$ cat src/rtl/snax_mac_stream_ctrl.sv
// rtl/snax_mac_stream_ctrl.sv - job controller that launches four MAC streams and tracks d-stream completion
module snax_mac_stream_ctrl #(
    parameter int LEN_W  = 16,
    parameter int ADDR_W = 32
) (
    input  logic                  clk_i,
    input  logic                  rst_ni,
    input  logic                  clear_i,
    input  logic                  start_i,
    input  logic [LEN_W-1:0]      len_i,
    input  logic [4*ADDR_W-1:0]   base_i,
    input  logic [3:0]            ready_start_i,
    input  logic [3:0]            strm_done_i,
    input  logic                  d_hs_i,
    output logic [3:0]            req_start_o,
    output logic [4*ADDR_W-1:0]   addr_o,
    output logic [LEN_W-1:0]      trans_size_o,
    output logic                  busy_o,
    output logic                  done_o,
    output logic [LEN_W-1:0]      cnt_o,
    output logic                  err_o
);

    typedef enum logic [1:0] {IDLE, ISSUE, RUN, DONE} state_t;

    state_t             state;
    logic [3:0]         sticky;
    logic [LEN_W-1:0]   cnt_n;
    logic [3:0]         sticky_n;
    logic               fire;
    logic               overrun;
    logic               active;

    assign active = rst_ni && !clear_i;
    // All four streams launch together or not at all.
    assign fire   = (state == ISSUE) && (ready_start_i == 4'b1111);

    always_comb begin
        cnt_n    = cnt_o;
        sticky_n = sticky;
        overrun  = 1'b0;
        if (state == RUN) begin
            sticky_n = sticky | strm_done_i;
            if (d_hs_i) begin
                if (cnt_o < trans_size_o) begin
                    cnt_n = cnt_o + 1'b1;
                end else begin
                    overrun = 1'b1;
                end
            end
        end
    end

    always_ff @(posedge clk_i) begin
        if (!rst_ni || clear_i) begin
            state        <= IDLE;
            cnt_o        <= '0;
            trans_size_o <= '0;
            addr_o       <= '0;
            sticky       <= '0;
            err_o        <= 1'b0;
        end else begin
            if ((start_i && state != IDLE) || overrun) begin
                err_o <= 1'b1;
            end
            case (state)
                IDLE: begin
                    if (start_i) begin
                        if (len_i != '0) begin
                            addr_o       <= base_i;
                            trans_size_o <= len_i;
                            cnt_o        <= '0;
                            sticky       <= '0;
                            state        <= ISSUE;
                        end else begin
                            state <= DONE;
                        end
                    end
                end
                ISSUE: begin
                    if (fire) begin
                        state <= RUN;
                    end
                end
                RUN: begin
                    cnt_o  <= cnt_n;
                    sticky <= sticky_n;
                    // Completion uses this cycle's events so the last handshake/done is not missed.
                    if (cnt_n == trans_size_o && sticky_n == 4'b1111) begin
                        state <= DONE;
                    end
                end
                DONE: begin
                    state <= IDLE;
                end
                default: begin
                    state <= IDLE;
                end
            endcase
        end
    end

    assign req_start_o = {4{fire && active}};
    assign busy_o      = (state != IDLE) && active;
    assign done_o      = (state == DONE) && active;

endmodule

$ cat config.mk
export PLATFORM = sky130hd
export DESIGN_NAME = snax_mac_stream_ctrl
export DESIGN_NICKNAME = d
export VERILOG_FILES = /design/src/rtl/snax_mac_stream_ctrl.sv
export SDC_FILE = /design/constraint.sdc
export NUM_CORES = 1
export LEC_CHECK = 0
export BUFFER_PORTS_ARGS = -buffer_cell sky130_fd_sc_hd__clkbuf_2
export CORE_ASPECT_RATIO = 1.25
export CORE_MARGIN = 3
export CORE_UTILIZATION = 45
export DETAILED_ROUTE_END_ITERATION = 10
export PLACE_DENSITY = 0.77
export SLEW_MARGIN = 15
export SYNTH_ARGS = -nofsm -noshare
export SYNTH_HDL_FRONTEND = slang
export SYNTH_SLANG_ARGS = --single-unit
export TNS_END_PERCENT = 1
$ cat constraint.sdc
create_clock -name clk_i -period 4 [get_ports clk_i]
set_clock_uncertainty 0.2 [all_clocks]
set_input_delay 0.4 -clock clk_i [delete_from_list [all_inputs] [get_ports clk_i]]
set_output_delay 0.4 -clock clk_i [all_outputs]
set_load 0.02 [all_outputs]
==> impl_metrics.py, run 1 <==
metrics = {
    "detailed_routing": {
        "drt_pass1_iterations": 5,
        "num_vias": 8777,
        "drt-total-wl_um": 30000,
        "viasPerCell": 5.51,
        "drc": 0,
        "drt-wirelength-per-cell_um": 18.8,
        "ant_nets": 0,
        "dr.first_iter.drc_count": 597,
    },
    "synthesis": {
        "ys_seq_elements": 167,
        "ys_types": 65,
        "syn-cell-area_mm2": 0.00739,
        "syn_area_per_cell_um2": 7.76,
        "syn_nets": 1130,
        "ys_seq_area_share_pct": 45.2,
        "yosys_warnings": 0,
        "synthesis.instances": 953,
        "synth-edff-count": 0,
        "synthArstFlopShare_pct": 0,
        "yosys_most_used_dff": "dfxtp_1",
    },
    "sta": {
        "setup_ws_ns": 0.554,
        "finalMaxSlewViolations": 0,
        "timing.final.crit_period_ns": 3.45,
        "setup_viol": 0,
        "setup_tns_ns": 0,
        "tightest_slew_ns": 0.968,
        "rsz0062_at_grt": "false",
        "max-slew-margin-rel_pct": 35.4,
        "clock.fmax_mhz": 290,
        "hold_viol": 0,
        "fin_crit_sh_pct": 86.1,
    },
    "floorplanning": {
        "core_area_mm2": 0.0158,
        "fp-row-count": 51,
        "ios": 324,
        "initial_core_util_pct": 46.7,
        "die_h_um": 149,
        "die-area_mm2": 0.0180,
        "dieWidth_um": 121,
    },
    "final_layout": {
        "area_delta_synth_final_pct": 49.2,
        "nets": 1544,
        "drive_gt1_share_pct": 28.4,
        "finish.utilization_pct": 69.7,
    },
    "cts": {
        "cts-root-buf": "clkbuf_16",
        "cts_htree_levels": 4,
        "cts_tree": "built",
        "clk_latency_ns": 0.43,
        "cts_sinks": 167,
        "clockBufferDepth": 2,
        "path_clk_slew_ns": 0.07,
        "numCtsBuffers": 17,
        "post-cts-setup-buffer-count": 0,
    },
    "power_and_ir_drop": {
        "p_leak_nw": 4.82,
        "power_mw": 4.32,
        "ir_drop_v": 0.000264,
        "p_per_area_mw_per_mm2": 391,
    },
    "setup_path": {
        "cp-start-kind": "flop",
        "timing.rr.start": "cnt_o[2]$_SDFFE_PN0P_",
        "r2r_slack_ns": 0.55,
        "crit_arrival_ns": 3.53,
        "crit_type": "reg2reg",
        "crit_path_max_fanout": 13,
        "endpoint_kind": "flop",
        "crit_required_ns": 4.09,
        "r2r-end": "state[1]$_SDFFE_PN0P_",
        "cp-endpoint": "state[1]$_SDFFE_PN0P_",
        "r2r_cells": 9,
        "startpoint": "cnt_o[2]$_SDFFE_PN0P_",
    },
    "placement": {
        "dpl_worst_slack_ns": 0.577,
        "dp_hpwl_um": 18700,
        "portBuffers": 323,
        "place_congestion": 0.957,
    },
    "global_routing": {
        "grt_overflow": 0,
        "grt_pass1_wl_um": 46600,
        "grt_max_degree": 93,
        "grt_pass1_vias": 9035,
        "grt_use_total_pct": 32.5,
        "antenna_found_initial": 1,
    },
    "hold_path": {
        "hold_path_depth": 3,
        "min_path_type": "in2reg",
    },
    "status": {
        "status": "completed",
    },
    "run": {
        "drv_cap": 0,
    },
}
[cell families (layout without fill, tap and decap cells)]
logic type / Yosys count / in the layout / synth area share, %
DFF: 167 / 167 / 45.2
other: 0 / 2 / 0
adders and majority gates: 20 / 20 / 3.38
buffers and inverters: 88 / 514 / 4.79
and+or+nand+nor: 410 / 410 / 24.2
AOI/OAI and AO/OA: 248 / 248 / 20.0
xor gates and xnor gates: 20 / 20 / 2.47
[sequential cells by signal, summed over array words and instances, names as in the netlist]
register      flops
cnt_o            16
err_o             1
addr_o          128
sticky            4
trans_size_o     16
state             2
[cells in the mapped netlist (2+ instances only)]
master     number  area share (%)
and2_1          3            0.25
nor4_1          7            0.59
a22oi_1         2            0.20
o21a_1          7            0.71
nand2b_1        2            0.17
and4_1          4            0.47
a21o_1          7            0.71
buf_4           5            0.51
or3_4           2            0.30
o2111a_1        3            0.46
nand3_1        12            0.81
buf_1           5            0.25
a31oi_1         4            0.34
nand2_1       311              16
or3_1           7            0.59
o211ai_1        2            0.20
dfxtp_1       167              45
nor4_2          2            0.34
clkbuf_1       51             2.6
ha_1           20             3.4
nor3_1         11            0.74
o21ai_0        13            0.88
inv_1          23             1.2
o2111ai_1       5            0.59
o31ai_1         2            0.20
buf_2           3            0.20
a21oi_1       181              12
or3_2           2            0.20
xnor2_1        12             1.4
a2111oi_4       2            0.74
or2_2           2            0.17
or4_1           3            0.30
nor2_1         19            0.96
xor2_1          7            0.83
nand4_1         5            0.42
a31o_1          2            0.24
a2bb2oi_1       2            0.24
a211oi_1        2            0.20
nor2b_1         4            0.34
and3_1          5            0.42
[layout make-up]
type / count / area, um^2
Tap cell: 212 / 265
Clock buffer: 17 / 425
Clock inverter: 14 / 210
Sequential cell: 167 / 3340
Antenna cell: 2 / 5.00
Timing Repair Buffer: 460 / 2970
Inverter: 23 / 86.3
Fill cell: 1181 / 4790
Multi-Input combinational cell: 698 / 3720
[power breakdown]
part	leakage, nW	internal [mW]	switching, mW
clock	0.310	1.06	0.745
sequential	1.36	1.72	0.0402
combinational	3.15	0.292	0.457
total	4.82	3.08	1.24
[cell usage in the layout (no fill, tap or decap), types with 3 or more instances in the layout]
cell,synthesis,final
or3_1,7,7
o21a_1,7,7
dfxtp_1,167,167
clkbuf_2,1,323
ha_1,20,20
a21oi_1,181,181
bufinv_16,0,4
inv_1,23,23
nand2_1,311,311
a21o_1,7,7
o21ai_0,13,13
inv_6,0,4
xnor2_1,12,12
o2111a_1,3,3
or4_1,3,3
a31oi_1,4,4
and3_1,5,4
nand3_1,12,11
o2111ai_1,5,5
nand4_1,5,5
dlygate4sd3_1,0,126
nor4_1,7,7
and2_1,3,3
inv_8,0,3
xor2_1,7,7
nor2b_1,4,4
buf_4,5,10
nor2_1,19,19
clkbuf_16,0,17
nor3_1,11,11
and4_1,4,4
[stage by stage]
step | hold WS (ns) | cells | cell area (um^2)
after floorplan | 0.296 | 953 | 7390
after global placement | 0.241 | 1434 | 9130
after detailed placement | 0.246 | 1434 | 9130
after CTS | 0.00436 | 1591 | 11000
after global routing | 0.0121 | 1592 | 11000
final | 0.00404 | 1593 | 11000
[repair_timing]
action,in CTS,in global routing
resized for setup,0,0
hold endpoints to repair,126,0
hold buffers,126,0
[critical path: stages, from the launching register on]
cell and delay [ns]:
dfxtp_1 0.55, ha_1 0.29, o21ai_0 0.12, a211o_1 0.35
o31ai_2 0.66, or3_1 0.33, xnor2_2 0.10, a2111oi_4 0.40
a31o_1 0.24, a211oi_2 0.07
[per-layer routing]
| metal | global-route usage, % | vias up | part of all wire, % |
|---|---|---|---|
| li1 | - | 4051 | - |
| met1 | 34.4 | 4069 | 35 |
| met2 | 58.1 | 518 | 52 |
| met3 | 8.19 | 139 | 7.7 |
| met4 | 19.0 | 0 | 5.5 |
| met5 | 0 | - | 0 |
[how the worst min path moves through the flow]
stage                                       start                           end
after global placement    addr_o[15]$_SDFFE_PN0P_       addr_o[15]$_SDFFE_PN0P_
after CTS                                len_i[2]  trans_size_o[2]$_SDFFE_PN0P_
after detailed placement  addr_o[51]$_SDFFE_PN0P_       addr_o[51]$_SDFFE_PN0P_
after floorplan            sticky[0]$_SDFFE_PN0P_        sticky[0]$_SDFFE_PN0P_
final                                  base_i[52]       addr_o[52]$_SDFFE_PN0P_
after global routing                     len_i[2]  trans_size_o[2]$_SDFFE_PN0P_
Note: power is estimated with default switching activity, not from simulation.
==> run 2: changes to the inputs <==
Settings changed: ABC_AREA set to 1.
==> impl_metrics.py, run 2 <==
metrics = {
    "detailed_routing": {
        "drc": 0,
        "dr.first_iter.drc_count": 482,
        "ant_nets": 0,
        "viasPerCell": 4.93,
        "drt_pass1_iterations": 6,
        "drt-total-wl_um": 23600,
        "drt-wirelength-per-cell_um": 15.4,
        "num_vias": 7555,
    },
    "sta": {
        "tightest_slew_ns": 0.786,
        "holdWs_ns": 0.0253,
        "setup_tns_ns": 0,
        "finalMaxSlewViolations": 0,
        "rsz0062_at_grt": "false",
        "timing.final.crit_period_ns": 2.97,
        "fin_crit_sh_pct": 74.4,
        "clock.fmax_mhz": 336,
        "hold_viol": 0,
        "setup_viol": 0,
        "max-slew-margin-rel_pct": 47.6,
    },
    "global_routing": {
        "grt_pass1_vias": 7090,
        "grtUsageMet3_pct": 11.2,
        "grt_overflow": 0,
        "antenna_found_initial": 5,
        "use_met1_pct": 29.8,
        "grt.busiest_layer": "met2",
        "use_met2_pct": 42.0,
        "grt_max_degree": 148,
        "grt_pass1_wl_um": 36200,
        "grt_use_total_pct": 25.9,
    },
    "power_and_ir_drop": {
        "pwr-share-clk_pct": 41.4,
        "power.share.combinational_pct": 15.7,
        "p_seq_share_pct": 42.9,
        "p_per_area_mw_per_mm2": 436,
        "swShare_pct": 28.5,
        "ir_drop_v": 0.000374,
        "power.internal_mw": 2.98,
        "power.switching_mw": 1.19,
        "p_leak_nw": 4.58,
    },
    "setup_path": {
        "crit_required_ns": 4.12,
        "cp-start-kind": "flop",
        "crit_type": "reg2reg",
        "crit_path_max_fanout": 13,
        "crit_arrival_ns": 3.09,
        "endpoint_kind": "flop",
        "r2r_cells": 19,
    },
    "synthesis": {
        "syn_area_per_cell_um2": 7.11,
        "ys_types": 28,
        "synth_area_leaders": "dfxtp_1 (46%), nor2_1 (15%), o21ai_0 (10%)",
        "synth_top_area_share_pct": 46.3,
        "yosys_most_used_dff": "dfxtp_1",
        "yosys_warnings": 0,
        "synth.most_common_cell": "nor2_1",
        "netlist_top_cells_count": "nor2_1 (286), dfxtp_1 (167), o21ai_0 (144)",
        "synthesis.instances": 1016,
        "syn_nets": 1193,
        "synthArstFlopShare_pct": 0,
        "syn-cell-area_mm2": 0.00722,
        "synth-edff-count": 0,
        "ys_seq_area_share_pct": 46.3,
        "ys_seq_elements": 167,
        "synth_top_cell_by_area": "dfxtp_1",
    },
    "cts": {
        "clockBufferDepth": 2,
        "ctsResizeCount": 0,
        "cts-root-buf": "clkbuf_16",
        "clk_latency_ns": 0.42,
        "cts_sinks": 167,
        "path_clk_slew_ns": 0.07,
        "cts_htree_levels": 4,
        "hold_buffers": 0,
        "post-cts-setup-buffer-count": 0,
        "numCtsBuffers": 17,
        "cts_tree": "built",
    },
    "status": {
        "status": "completed",
    },
    "final_layout": {
        "drive_gt1_share_pct": 29.8,
        "design_area_mm2": 0.00956,
        "final_common_cell": "clkbuf_2",
        "finalNonFillerCells": 1532,
        "top_register": "addr_o",
        "top_regs": "addr_o: 128 flops, cnt_o: 16 flops, trans_size_o: 16 flops",
        "largest_reg_flops": 128,
        "area_delta_synth_final_pct": 32.4,
        "layout_common_cells": "clkbuf_2 (323), nor2_1 (285), dfxtp_1 (167), o21ai_0 (144), nand2_1 (135)",
        "nets": 1482,
    },
    "floorplanning": {
        "dieWidth_um": 119,
        "initial_core_util_pct": 46.2,
        "die-area_mm2": 0.0176,
        "core_area_mm2": 0.0156,
        "die_h_um": 148,
        "ios": 324,
        "fp-row-count": 51,
    },
    "placement": {
        "portBuffers": 323,
        "dpl_cell_area_mm2": 0.00893,
        "place_inst": 1498,
        "place_congestion": 0.954,
        "dp_hpwl_um": 17500,
    },
    "run": {
        "drv_cap": 0,
    },
    "hold_path": {
        "hold_path_depth": 3,
        "min_path_type": "in2reg",
    },
}
-- run 2: cell families (layout without fill, tap and decap cells) --
family                     Yosys count  in the layout  synth area share (%)
DFF                                167            167                  46.3
other                                0              3                     0
and+or+nand+nor                    520            520                  30.1
buffers and inverters              115            416                  6.60
adders and majority gates           20             20                  3.47
AOI/OAI and AO/OA                  194            194                  13.6
-- run 2: power by group through the flow --
| stage | Clock [mW] | Sequential, mW | Combinational [mW] |
|---|---|---|---|
| after floorplan | 0 | 1.92 | 0.319 |
| after detailed placement | 0 | 1.83 | 0.655 |
| after CTS | 1.76 | 1.79 | 0.658 |
| after global placement | 0 | 1.82 | 0.647 |
| final | 1.73 | 1.79 | 0.655 |
| after global routing | 1.82 | 1.80 | 0.729 |
-- run 2: worst paths after layout --
check                                     start                     end  slack [ns]
hold reg to reg          sticky[0]$_SDFFE_PN0P_  sticky[0]$_SDFFE_PN0P_        0.26
setup / recovery  trans_size_o[15]$_SDFFE_PN0P_   state[1]$_SDFFE_PN0P_        1.03
hold / removal                        base_i[1]  addr_o[1]$_SDFFE_PN0P_        0.03
setup reg to reg  trans_size_o[15]$_SDFFE_PN0P_   state[1]$_SDFFE_PN0P_        1.03
-- run 2: worst max-delay path: stages, from the launching register on --
cell and delay [ns]:
dfxtp_1 0.37, inv_1 0.08, ha_1 0.33, a21o_1 0.18, nor2_1 0.13, nand2_2 0.23, nor3_1 0.33, nand2_1 0.09
nand2_1 0.13, nand2_1 0.06, nand2_1 0.05, nand2_1 0.05, nor2_1 0.09, nand2_1 0.08, nor2_1 0.12, nand3_1 0.10
nand2_2 0.10, nand3_1 0.07, nand2_1 0.06, nor2_1 0.04
-- run 2: area by class of cell --
type                    count  area (um^2)
inverters                  55          209
flip-flops and latches    167         3340
clock buffers              19          453
multi-input cells         734         3420
repair buffers            330         1690
well taps                 212          265
diodes                      3         7.51
fillers                  1516         6080
clock inverters            12          165
-- run 2: metal layers --
layer,vias up,part of all wire (%)
met4,6,3.6
met2,306,47
li1,3852,-
met3,57,11
met5,-,0.12
met1,3334,38
-- run 2: stage by stage --
step	worst slack (ns)	power, mW	util, %
2_1_floorplan	1.37	2.24	-
3_3_place_gp	1.13	2.47	57.1
3_5_place_dp	1.06	2.48	57.1
4_1_cts	1.05	4.20	61.1
5_1_grt	0.753	4.35	61.1
6_report	1.03	4.17	61.1
